`src/rtl/mul_issue_ctrl.sv`:
```
// mul_issue_ctrl: sequences RV32M multiplies through a fixed-latency multiplier, with a one-entry product cache
module mul_issue_ctrl #(
  parameter int MUL_LAT  = 3,
  parameter bit CACHE_EN = 1'b1
) (
  input  logic        clk_i,
  input  logic        rst_i,
  input  logic        req_valid_i,
  input  logic [2:0]  req_funct3_i,
  input  logic [31:0] req_rs1_i,
  input  logic [31:0] req_rs2_i,
  input  logic [4:0]  req_rd_i,
  input  logic        flush_i,
  output logic        stall_o,
  output logic        wb_valid_o,
  output logic [4:0]  wb_rd_o,
  output logic [31:0] wb_data_o,
  output logic        mul_start_o,
  output logic [32:0] mul_a_o,
  output logic [32:0] mul_b_o,
  input  logic [65:0] mul_p_i
);
  localparam int CW = $clog2(MUL_LAT + 1);
  typedef enum logic [1:0] {IDLE, WAIT, DONE} state_e;
  state_e      state_q, state_d;
  logic [31:0] rs1_q, rs1_d, rs2_q, rs2_d, wb_data_q, wb_data_d;
  logic [1:0]  f3_q, f3_d;
  logic [4:0]  rd_q, rd_d, wb_rd_q, wb_rd_d;
  logic [CW-1:0] cnt_q, cnt_d;
  logic        wbv_q, wbv_d, cv_q, cv_d;
  logic [65:0] ck_q, ck_d;
  logic [63:0] cp_q, cp_d;
  logic        idle, acc, hit, sa, sb;
  logic [1:0]  f3;
  logic [31:0] a, b;
  logic [65:0] key;
  logic        unused_p;
  function automatic logic [31:0] sel(input logic [63:0] p, input logic [1:0] f);
    return (f == 2'b00) ? p[31:0] : p[63:32];
  endfunction
  assign unused_p    = ^mul_p_i[65:64];
  assign idle        = (state_q == IDLE);
  assign f3          = idle ? req_funct3_i[1:0] : f3_q;
  assign a           = idle ? req_rs1_i : rs1_q;
  assign b           = idle ? req_rs2_i : rs2_q;
  assign sa          = (f3 != 2'b11);
  assign sb          = ~f3[1];
  assign key         = {a, b, sa, sb};
  assign acc         = idle & req_valid_i & ~req_funct3_i[2] & ~flush_i;
  assign hit         = CACHE_EN & cv_q & (ck_q == key);
  assign mul_a_o     = {sa & a[31], a};
  assign mul_b_o     = {sb & b[31], b};
  assign mul_start_o = acc & ~hit;
  assign stall_o     = acc | (state_q == WAIT);
  assign wb_valid_o  = wbv_q & ~flush_i;
  assign wb_rd_o     = wb_rd_q;
  assign wb_data_o   = wb_data_q;
  // next-state: accept/hit in IDLE, count and capture in WAIT, retire in DONE
  always_comb begin
    state_d   = state_q;
    rs1_d     = rs1_q;
    rs2_d     = rs2_q;
    f3_d      = f3_q;
    rd_d      = rd_q;
    cnt_d     = cnt_q;
    wbv_d     = 1'b0;
    wb_rd_d   = wb_rd_q;
    wb_data_d = wb_data_q;
    cv_d      = cv_q;
    ck_d      = ck_q;
    cp_d      = cp_q;
    case (state_q)
      IDLE: if (acc) begin
        rs1_d = req_rs1_i;
        rs2_d = req_rs2_i;
        f3_d  = req_funct3_i[1:0];
        rd_d  = req_rd_i;
        if (hit) begin
          wb_data_d = sel(cp_q, f3);
          wb_rd_d   = req_rd_i;
          wbv_d     = 1'b1;
          state_d   = DONE;
        end else begin
          cnt_d   = CW'(MUL_LAT);
          state_d = WAIT;
        end
      end
      WAIT: if (flush_i) begin
        cnt_d   = '0;
        state_d = IDLE;
      end else begin
        cnt_d = cnt_q - CW'(1);
        if (cnt_q == CW'(1)) begin
          wb_data_d = sel(mul_p_i[63:0], f3_q);
          wb_rd_d   = rd_q;
          wbv_d     = 1'b1;
          cv_d      = 1'b1;
          ck_d      = key;
          cp_d      = mul_p_i[63:0];
          state_d   = DONE;
        end
      end
      default: state_d = IDLE;
    endcase
  end
  // state and datapath registers, cleared asynchronously
  always_ff @(posedge clk_i or posedge rst_i) begin
    if (rst_i) begin
      state_q   <= IDLE;
      rs1_q     <= '0;
      rs2_q     <= '0;
      f3_q      <= '0;
      rd_q      <= '0;
      cnt_q     <= '0;
      wbv_q     <= 1'b0;
      wb_rd_q   <= '0;
      wb_data_q <= '0;
      cv_q      <= 1'b0;
      ck_q      <= '0;
      cp_q      <= '0;
    end else begin
      state_q   <= state_d;
      rs1_q     <= rs1_d;
      rs2_q     <= rs2_d;
      f3_q      <= f3_d;
      rd_q      <= rd_d;
      cnt_q     <= cnt_d;
      wbv_q     <= wbv_d;
      wb_rd_q   <= wb_rd_d;
      wb_data_q <= wb_data_d;
      cv_q      <= cv_d;
      ck_q      <= ck_d;
      cp_q      <= cp_d;
    end
  end
endmodule

```
`config.mk`:
```
export PLATFORM = sky130hd
export DESIGN_NAME = mul_issue_ctrl
export DESIGN_NICKNAME = d
export VERILOG_FILES = /design/src/rtl/mul_issue_ctrl.sv
export SDC_FILE = /design/constraint.sdc
export NUM_CORES = 1
export LEC_CHECK = 0
export BUFFER_PORTS_ARGS = -buffer_cell sky130_fd_sc_hd__buf_4
export CORE_AREA = 2 2 120 239
export DETAILED_ROUTE_END_ITERATION = 12
export DIE_AREA = 0 0 122 241
export GPL_TIMING_DRIVEN = 1
export PLACE_DENSITY = 0.71
export SLEW_MARGIN = 10
export SYNTH_ARGS = -nofsm -noshare
export SYNTH_HDL_FRONTEND = slang
export SYNTH_SLANG_ARGS = --single-unit
```
`constraint.sdc`:
```
create_clock -name clk_i -period 17.93 [get_ports clk_i]
set_clock_uncertainty 0.1 [all_clocks]
set_input_delay 3.586 -clock clk_i [delete_from_list [all_inputs] [get_ports clk_i]]
set_output_delay 3.586 -clock clk_i [all_outputs]
set_load 0.005 [all_outputs]
```
==> flow_metrics.env, run 1 <==
export IMPL_fillers=2553
export IMPL_crit_path_end_kind="output port"
export IMPL_fin_nets=1671
export IMPL_finalMaxSlewViolations=0
export IMPL_num_rows=86
export IMPL_pre_cts_slack_ns=7.80
export IMPL_die_h_um=241
export IMPL_grt_max_degree=103
export IMPL_place_congestion=0.832
export IMPL_netlist_area_leader_share_pct=49.9
export IMPL_setup_viol=0
export IMPL_vias=10200
export IMPL_ys_top_cells_by_count="nand2_1 (404), dfrtp_1 (244), mux2_2 (95), o21ai_0 (76), inv_1 (71)"
export IMPL_grt_usage_pct=23.6
export IMPL_yosys_warnings=0
export IMPL_synth_nets=1465
export IMPL_multi_input_area_sq_mm=0.00561
export IMPL_p_leak_nw=7.52
export IMPL_synth_edf_count=0
export IMPL_crit_fanout=4
export IMPL_timing_hold_ws_ns=0.365
export IMPL_synth_cells=1322
export IMPL_fmax_ghz=0.0987
export IMPL_worstSetupPathType="primary input to output port"
export IMPL_period_share_pct=56.5
export IMPL_async_reset_ff_share_pct=100
export IMPL_route_detailed_drc=0
export IMPL_cts_root_buf="clkbuf_16"
export IMPL_wl_per_cell_um=18.4
export IMPL_clock_latency_ns=0.53
export IMPL_relSlewSlack_pct=31.5
export IMPL_synth_compound_area_share_pct=11.7
export IMPL_seqCellArea_sq_mm=0.00611
export IMPL_seq_area_frac_synth_pct=49.9
export IMPL_cts_sinks=244
export IMPL_synth_xor_area_share_pct=2.50
export IMPL_synth_top_family_by_area="simple AND/OR/NAND/NOR gates"
export IMPL_fin_area_sq_mm=0.0151
export IMPL_routed_via_density=5.38
export IMPL_h_tree_depth=1
export IMPL_overflow=0
export IMPL_drive_gt1_share_pct=27.3
export IMPL_finalNonFillerCells=1897
export IMPL_antenna_found_initial=1
export IMPL_die_area_sq_mm=0.0294
export IMPL_synth_ff_type="dfrtp_1"
export IMPL_dpl_instance_area_sq_mm=0.0144
export IMPL_synth_simple_area_share_pct=18.2
export IMPL_drtIter0Drc=580
export IMPL_cts_tree="done"
export IMPL_synth_mux_area_share_pct=12.8
export IMPL_synth_seq_cells=244
export IMPL_status="finished, final reports clean"
export IMPL_min_path_type="flip-flop to flip-flop"
export IMPL_rsz0062_at_grt="false"
export IMPL_start_kind="primary input"
export IMPL_setup_tns_ns=0
export IMPL_dieWidth_um=122
export IMPL_cp_arrival_ns=6.44
export IMPL_pin_count=248
export IMPL_ys_top_cells_by_area="dfrtp_1 (50%), nand2_1 (12%), mux2_2 (8.7%)"
export IMPL_grt_pass1_wl_um=54000
export IMPL_synth_fa_ha_area_share_pct=0.102
export IMPL_power_mw=2.08
export IMPL_numCtsBuffers=24
export IMPL_p_per_area_mw_per_mm2=138
export IMPL_drtAntennaViolNets=0
export IMPL_cts_resized=0
export IMPL_core_area_sq_mm=0.0274
export IMPL_rrSetupSlack_ns=12.98
export IMPL_clk_path_buf_depth=3
export IMPL_final_hold_viol_count=0
export IMPL_worstPathRequired_ns=14.24
export IMPL_cap_violations=0
export IMPL_postSynthAreaPerCell_sq_um=9.26
export IMPL_wl_um=34900
export IMPL_tightest_slew_ns=1.02
export IMPL_path_clk_slew_ns=0.06
export IMPL_post_cts_setup_buffers=0
export IMPL_portBuffers=245
export IMPL_area_growth_pct=23.5
export IMPL_cts_hold_buf=0
export IMPL_ys_types=52
export IMPL_start_util_pct=44.6
export IMPL_setup_slack_ns=7.80
export IMPL_grt_pass1_vias=10200
export IMPL_yosysTopAreaCell="dfrtp_1"
export IMPL_period_minus_slack_ns=10.13
export IMPL_synth_most_common_cell="nand2_1"
export IMPL_fin_util_pct=55.1
export IMPL_hpwl_um=24600
export IMPL_ir_drop_mv=0.0836
export IMPL_numPlacedInstances=1854
export IMPL_netlist_area_sq_mm=0.0122
export IMPL_drt_pass1_iter_count=5
[placed cells by master, fill, tap and decap left out, types with 25 or more instances in the layout]
cell type	n
mux2_2	95
clkbuf_16	25
nand2_1	402
nor2_1	33
buf_4	258
nor2b_1	37
o21ai_0	76
dfrtp_1	244
a211oi_1	33
a31oi_1	49
inv_1	70
mux2i_1	35
[logic make-up after synthesis]
family,count (synthesis)
multiplexers,140
buffers and inverters,149
flip-flops,244
adder cells (fa/ha/maj),1
AO/OA/AOI/OAI,224
XOR/XNOR,35
AND/OR/NAND/NOR,529
[path summary, 6_finish.rpt]
check                                    from            to  cells after the start
worst max-delay path            req_rs2_i[29]   mul_start_o                     10
worst min-delay path                 cp_q[19]      cp_q[19]                      2
worst max register to register     state_q[1]    wb_rd_o[0]                     11
worst min register to register       cp_q[19]      cp_q[19]                      2
max in group asynchronous               rst_i  wb_data_o[4]                      4
min in group asynchronous               rst_i     rs2_q[28]                      2
[power by group]
part           total, mW  internal (mW)  switching (mW)
Clock              0.499          0.282           0.217
Combinational      0.681          0.338           0.344
Sequential         0.905          0.761           0.144
Total               2.08           1.38           0.704
[per-layer routing]
layer / up-vias / part of all wire (%) / GRT usage [%]
met3: 78 / 4.9 / 3.07
met2: 299 / 55 / 44.0
met1: 4983 / 35 / 25.7
met4: 0 / 5.1 / 12.2
met5: - / 0 / 0
li1: 4849 / - / -
[registers in the layout, indices dropped and copies added (netlist names)]
name and flops:
ck_q 66, cp_q 64, rs1_q 32, rs2_q 32, wb_data_o 32, rd_q 5, wb_rd_o 5, cnt_q 2
f3_q 2, state_q 2, cv_q 1, wbv_q 1
[layout make-up]
class                   count  area share (%)
flip-flops and latches    244            40.4
clock inverters             7           0.430
clock buffers              35            4.58
inverters                  71            1.81
diodes                      1          0.0165
repair buffers            258            12.8
well taps                 352            2.91
multi-input cells         929            37.1
[critical path, stage by stage]
cell and delay (ns):
buf_4 0.08, or3b_2 0.45, nand2_1 0.16, o22ai_1 0.10
or4_1 0.51, or4_1 0.54, nor4b_2 0.42, and3_1 0.37
nor2_1 0.07, buf_4 0.14
(Power assumes the default switching activity.)
==> inputs of run 2 (changes only) <==
Settings changed: ABC_AREA from default to 1, CORE_AREA 2 2 120 239 to 2 2 121 241, DIE_AREA 0 0 122 241 to 0 0 123 243.
Clock period 17.93 ns to 9.9 ns, I/O delays scaled along.
==> run 2 against run 1 <==
Effect of this change: critical path depth grew 4; highest routed layer unchanged; largest power group unchanged; power increased by 84%; clock-buffer cell count grew 2; critical path type is now flip-flop to output port; clock power is 89% higher.
==> flow_metrics.env, run 2 <==
export IMPL_vias=11700
export IMPL_multi_input_area_sq_mm=0.00530
export IMPL_cts_resized=0
export IMPL_clock_latency_ns=0.53
export IMPL_synth_ff_type="dfrtp_1"
export IMPL_synth_edf_count=0
export IMPL_wl_um=35400
export IMPL_cts_tree="done"
export IMPL_startpoint="state_q[0]"
export IMPL_hp_start="cv_q"
export IMPL_numPlacedInstances=2289
export IMPL_min_path_type="flip-flop to flip-flop"
export IMPL_period_share_pct=60.5
export IMPL_grtUsageMet3_pct=3.50
export IMPL_drtAntennaViolNets=0
export IMPL_dieWidth_um=123
export IMPL_post_cts_setup_buffers=0
export IMPL_cts_sinks=244
export IMPL_cts_root_buf="clkbuf_16"
export IMPL_worstPathRequired_ns=7.82
export IMPL_setup_viol=0
export IMPL_ys_top_cells_by_count="nand2_1 (777), dfrtp_1 (244), o21ai_0 (216), inv_1 (191), a21oi_1 (96)"
export IMPL_grt_pass1_wl_um=57100
export IMPL_power_mw=3.83
export IMPL_worstSetupPathType="flip-flop to output port"
export IMPL_seq_area_frac_synth_pct=48.8
export IMPL_route_detailed_drc=0
export IMPL_synth_seq_cells=244
export IMPL_grt_pass1_vias=11700
export IMPL_numCtsBuffers=24
export IMPL_netlist_area_leader_share_pct=48.8
export IMPL_cp_arrival_ns=3.91
export IMPL_seqCellArea_sq_mm=0.00611
export IMPL_p_leak_nw=8.35
export IMPL_yosysTopAreaCell="dfrtp_1"
export IMPL_ir_drop_mv=0.166
export IMPL_synth_most_common_cell="nand2_1"
export IMPL_top_regs="ck_q x66, cp_q x64"
export IMPL_die_area_sq_mm=0.0299
export IMPL_ys_types=26
export IMPL_relSlewSlack_pct=15.0
export IMPL_async_reset_ff_share_pct=100
export IMPL_fin_nets=2102
export IMPL_synth_cells=1773
export IMPL_drive_gt1_share_pct=15.5
export IMPL_top_register="ck_q"
export IMPL_routed_via_density=5.03
export IMPL_largest_register_ffs=66
export IMPL_netlist_area_sq_mm=0.0125
export IMPL_fillers=2761
export IMPL_final_hold_viol_count=0
export IMPL_die_h_um=243
export IMPL_overflow=0
export IMPL_fmax_ghz=0.167
export IMPL_setup_tns_ns=0
export IMPL_worstReg2RegStart="state_q[0]"
export IMPL_ys_top_cells_by_area="dfrtp_1 (49%), nand2_1 (23%), o21ai_0 (8.6%)"
export IMPL_antenna_found_initial=1
export IMPL_tightest_slew_ns=1.27
export IMPL_clk_path_buf_depth=3
export IMPL_yosys_warnings=0
export IMPL_cap_violations=0
export IMPL_rsz0062_at_grt="false"
export IMPL_start_kind="flip-flop"
export IMPL_synth_nets=1916
export IMPL_status="finished, final reports clean"
export IMPL_area_growth_pct=22.3
export IMPL_portBuffers=245
export IMPL_p_per_area_mw_per_mm2=250
export IMPL_final_cell_mix="nand2_1 (776), buf_4 (254), dfrtp_1 (244), o21ai_0 (216), inv_1 (188)"
export IMPL_crit_path_end_kind="output port"
export IMPL_num_rows=87
export IMPL_place_congestion=0.832
export IMPL_final_common_cell="nand2_1"
export IMPL_pin_count=248
export IMPL_drtIter0Drc=534
export IMPL_core_area_sq_mm=0.0281
export IMPL_start_util_pct=44.6
export IMPL_grt_max_degree=159
export IMPL_grt_use_met2_pct=42.9
export IMPL_cts_hold_buf=0
export IMPL_period_minus_slack_ns=5.99
export IMPL_grt_busiest_layer="met2"
export IMPL_path_clk_slew_ns=0.06
export IMPL_grt_usage_pct=23.8
export IMPL_crit_fanout=68
export IMPL_h_tree_depth=1
export IMPL_drt_pass1_iter_count=7
export IMPL_wl_per_cell_um=15.2
export IMPL_finalNonFillerCells=2332
export IMPL_hpwl_um=23300
export IMPL_postSynthAreaPerCell_sq_um=7.06
export IMPL_grtUsageMet1_pct=27.1
export IMPL_finalMaxSlewViolations=0
[run 2: power breakdown]
| group | total [mW] | switching, mW | internal [mW] |
|---|---|---|---|
| registers | 1.62 | 0.219 | 1.40 |
| logic | 1.27 | 0.724 | 0.547 |
| clock network | 0.941 | 0.394 | 0.546 |
| total | 3.83 | 1.34 | 2.49 |
[run 2: layer usage]
| layer | part of all wire, % | vias to the layer above |
|---|---|---|
| li1 | - | 5886 |
| met1 | 38 | 5475 |
| met2 | 52 | 302 |
| met3 | 5.2 | 75 |
| met4 | 4.4 | 0 |
| met5 | 0 | - |
[run 2: layout make-up]
cell class	instances	area share [%]
flip-flops and latches	244	39.9
well taps	356	2.91
clock buffers	37	4.90
repair buffers	255	12.6
multi-input cells	1242	34.6
clock inverters	5	0.351
diodes	1	0.0163
inverters	192	4.77
[run 2: cell families (layout without fill, tap and decap cells)]
group | after synthesis | after routing | synth area share, %
simple gates | 920 | 920 | 29.0
compound gates | 319 | 319 | 12.8
buf+inv | 287 | 489 | 9.15
flops | 244 | 244 | 48.8
xor+xnor | 2 | 2 | 0.140
fa+ha+maj | 1 | 1 | 0.0999
other cells | 0 | 1 | 0
[run 2: per-stage QoR]
| step | util [%] | setup slack (ns) | instance area (sq um) | hold WS [ns] |
|---|---|---|---|---|
| after floorplan | - | 1.12 | 12500 | 0.340 |
| after global routing | 54.5 | 3.54 | 15300 | 0.394 |
| after CTS | 54.5 | 3.84 | 15300 | 0.372 |
| after global placement | 51.7 | 4.03 | 14500 | 0.351 |
| final | 54.5 | 3.91 | 15300 | 0.371 |
| after detailed placement | 51.7 | 4.01 | 14500 | 0.356 |
[run 2: worst max-delay path, stage by stage, from the launching register on]
cell and delay (ns):
dfrtp_1 0.41, nor2_4 0.70, buf_4 0.71, o21ai_0 0.28, inv_1 0.16, nand2_1 0.06, nand2_1 0.06, nand2_1 0.05
nor2_1 0.13, nand2_1 0.08, nor2_2 0.25, nand3_1 0.11, nand2_1 0.10, inv_1 0.08, buf_4 0.15
[run 2: worst paths after layout]
| path | cells past startpoint | end | slack [ns] |
|---|---|---|---|
| max reg2reg | 16 | wb_data_o[3] | 5.48 |
| max in group asynchronous | 3 | rs1_q[17] | 6.94 |
| min | 1 | cv_q | 0.37 |
| min in group asynchronous | 2 | cp_q[41] | 1.40 |
| min reg2reg | 1 | cv_q | 0.37 |
| max | 14 | mul_start_o | 3.91 |
==> inputs of run 3 (changes only) <==
Clock period 9.9 ns to 6.03 ns, I/O delays scaled along.
==> run 3 against run 2 <==
Effect of this change: clock-buffer cell count fell by 6; utilization up 0.42 points; die area stayed put; largest cell class unchanged; sequential share of layout area fell by 0.31 points; critical endpoint unchanged; non-clock buffer count rose by 2; critical path type unchanged; clock power increased by 81%.
==> flow_metrics.env, run 3 (synthesis results as in run 2) <==
export IMPL_wl_per_cell_um=15.3
export IMPL_seqCellArea_sq_mm=0.00611
export IMPL_grt_pass1_vias=11900
export IMPL_p_per_area_mw_per_mm2=418
export IMPL_worstPathRequired_ns=4.72
export IMPL_cts_hold_buf=0
export IMPL_pre_cts_slack_ns=1.74
export IMPL_place_congestion=0.815
export IMPL_cts_resized=0
export IMPL_antenna_found_initial=2
export IMPL_crit_fanout=45
export IMPL_pin_count=248
export IMPL_drtIter0Drc=719
export IMPL_num_rows=87
export IMPL_numCtsBuffers=24
export IMPL_relSlewSlack_pct=15.5
export IMPL_area_growth_pct=23.2
export IMPL_final_cell_mix="nand2_1 (776), buf_4 (254), dfrtp_1 (244), o21ai_0 (216), inv_1 (188)"
export IMPL_drt_pass1_iter_count=6
export IMPL_clk_path_buf_depth=3
export IMPL_path_clk_slew_ns=0.06
export IMPL_top_register="ck_q"
export IMPL_die_area_sq_mm=0.0299
export IMPL_portBuffers=245
export IMPL_post_cts_setup_buffers=0
export IMPL_tightest_slew_ns=1.27
export IMPL_grt_max_degree=171
export IMPL_drtAntennaViolNets=0
export IMPL_cts_sinks=244
export IMPL_h_tree_depth=1
export IMPL_overflow=0
export IMPL_fillers=2706
export IMPL_vias=11800
export IMPL_ir_drop_mv=0.276
export IMPL_routed_via_density=5.06
export IMPL_fin_util_pct=54.9
export IMPL_power_mw=6.45
export IMPL_finalMaxSlewViolations=0
export IMPL_period_share_pct=78.4
export IMPL_route_detailed_drc=0
export IMPL_p_leak_nw=8.41
export IMPL_final_hold_viol_count=0
export IMPL_timing_hold_ws_ns=0.371
export IMPL_clock_latency_ns=0.53
export IMPL_fmax_ghz=0.211
export IMPL_start_util_pct=44.6
export IMPL_core_area_sq_mm=0.0281
export IMPL_grt_pass1_wl_um=57400
export IMPL_hpwl_um=23400
export IMPL_grt_usage_pct=24.1
export IMPL_cts_root_buf="clkbuf_16"
export IMPL_period_minus_slack_ns=4.73
export IMPL_status="finished, final reports clean"
export IMPL_setup_viol=0
export IMPL_top_regs="ck_q x66, cp_q x64"
export IMPL_largest_register_ffs=66
export IMPL_rsz0062_at_grt="false"
export IMPL_final_common_cell="nand2_1"
export IMPL_drive_gt1_share_pct=15.8
export IMPL_cap_violations=0
export IMPL_worstSetupPathType="flip-flop to output port"
export IMPL_dieWidth_um=123
export IMPL_fin_nets=2104
export IMPL_setup_slack_ns=1.30
export IMPL_multi_input_area_sq_mm=0.00530
export IMPL_cts_tree="done"
export IMPL_setup_tns_ns=0
export IMPL_wl_um=35700
export IMPL_cp_arrival_ns=3.42
export IMPL_start_kind="flip-flop"
export IMPL_die_h_um=243
export IMPL_crit_path_end_kind="output port"
export IMPL_min_path_type="flip-flop to flip-flop"
run 3: power by group:
group	internal (mW)	leakage (nW)	switching, mW
combinational	0.902	4.92	1.19
clock	1.02	0.438	0.676
sequential	2.29	3.04	0.362
run 3: metrics by stage:
step,std cells,area [sq um]
floorplan,1773,12500
finish,2337,15400
CTS,2335,15400
global placement,2291,14500
detailed placement,2291,14500
global route,2337,15400
run 3: worst max-delay path, cell delays in order (launching register included):
cell and delay (ns):
dfrtp_1 0.42, inv_1 0.10, nand2_2 0.56, buf_4 0.47, o21ai_0 0.28, nand2_1 0.10, nand2_1 0.07, nand2_1 0.05
nor2_1 0.12, nand2_1 0.08, nor2_2 0.21, nand3_1 0.10, nand2_1 0.12, inv_1 0.07, buf_4 0.15
run 3: worst paths after layout:
| check | endpoint | slack (ns) | cells past startpoint | from |
|---|---|---|---|---|
| max | mul_start_o | 1.30 | 14 | state_q[0] |
| min | cnt_q[1] | 0.37 | 2 | cnt_q[1] |
| max reg2reg | wb_data_o[4] | 2.11 | 16 | state_q[0] |
| min reg2reg | cnt_q[1] | 0.37 | 2 | cnt_q[1] |
| max in group asynchronous | cp_q[55] | 4.18 | 3 | rst_i |
| min in group asynchronous | rs2_q[12] | 0.45 | 2 | rst_i |
run 3: final cells by class:
cell class,instances,area share [%]
flip-flops and latches,244,39.6
multi-input cells,1242,34.3
repair buffers,257,12.7
inverters,192,4.71
clock buffers,31,4.46
well taps,356,2.89
clock inverters,13,1.27
diodes,2,0.0324
run 3: routing by layer:
layer | share of wire [%] | GRT usage, % | vias to the layer above | wire (um)
li1 | - | - | 5888 | -
met2 | 52 | 44.7 | 351 | 18600
met4 | 4.7 | 11.4 | 0 | 1660
met3 | 5.8 | 3.74 | 91 | 2070
met5 | 0 | 0 | - | 0
met1 | 37 | 25.8 | 5502 | 13300
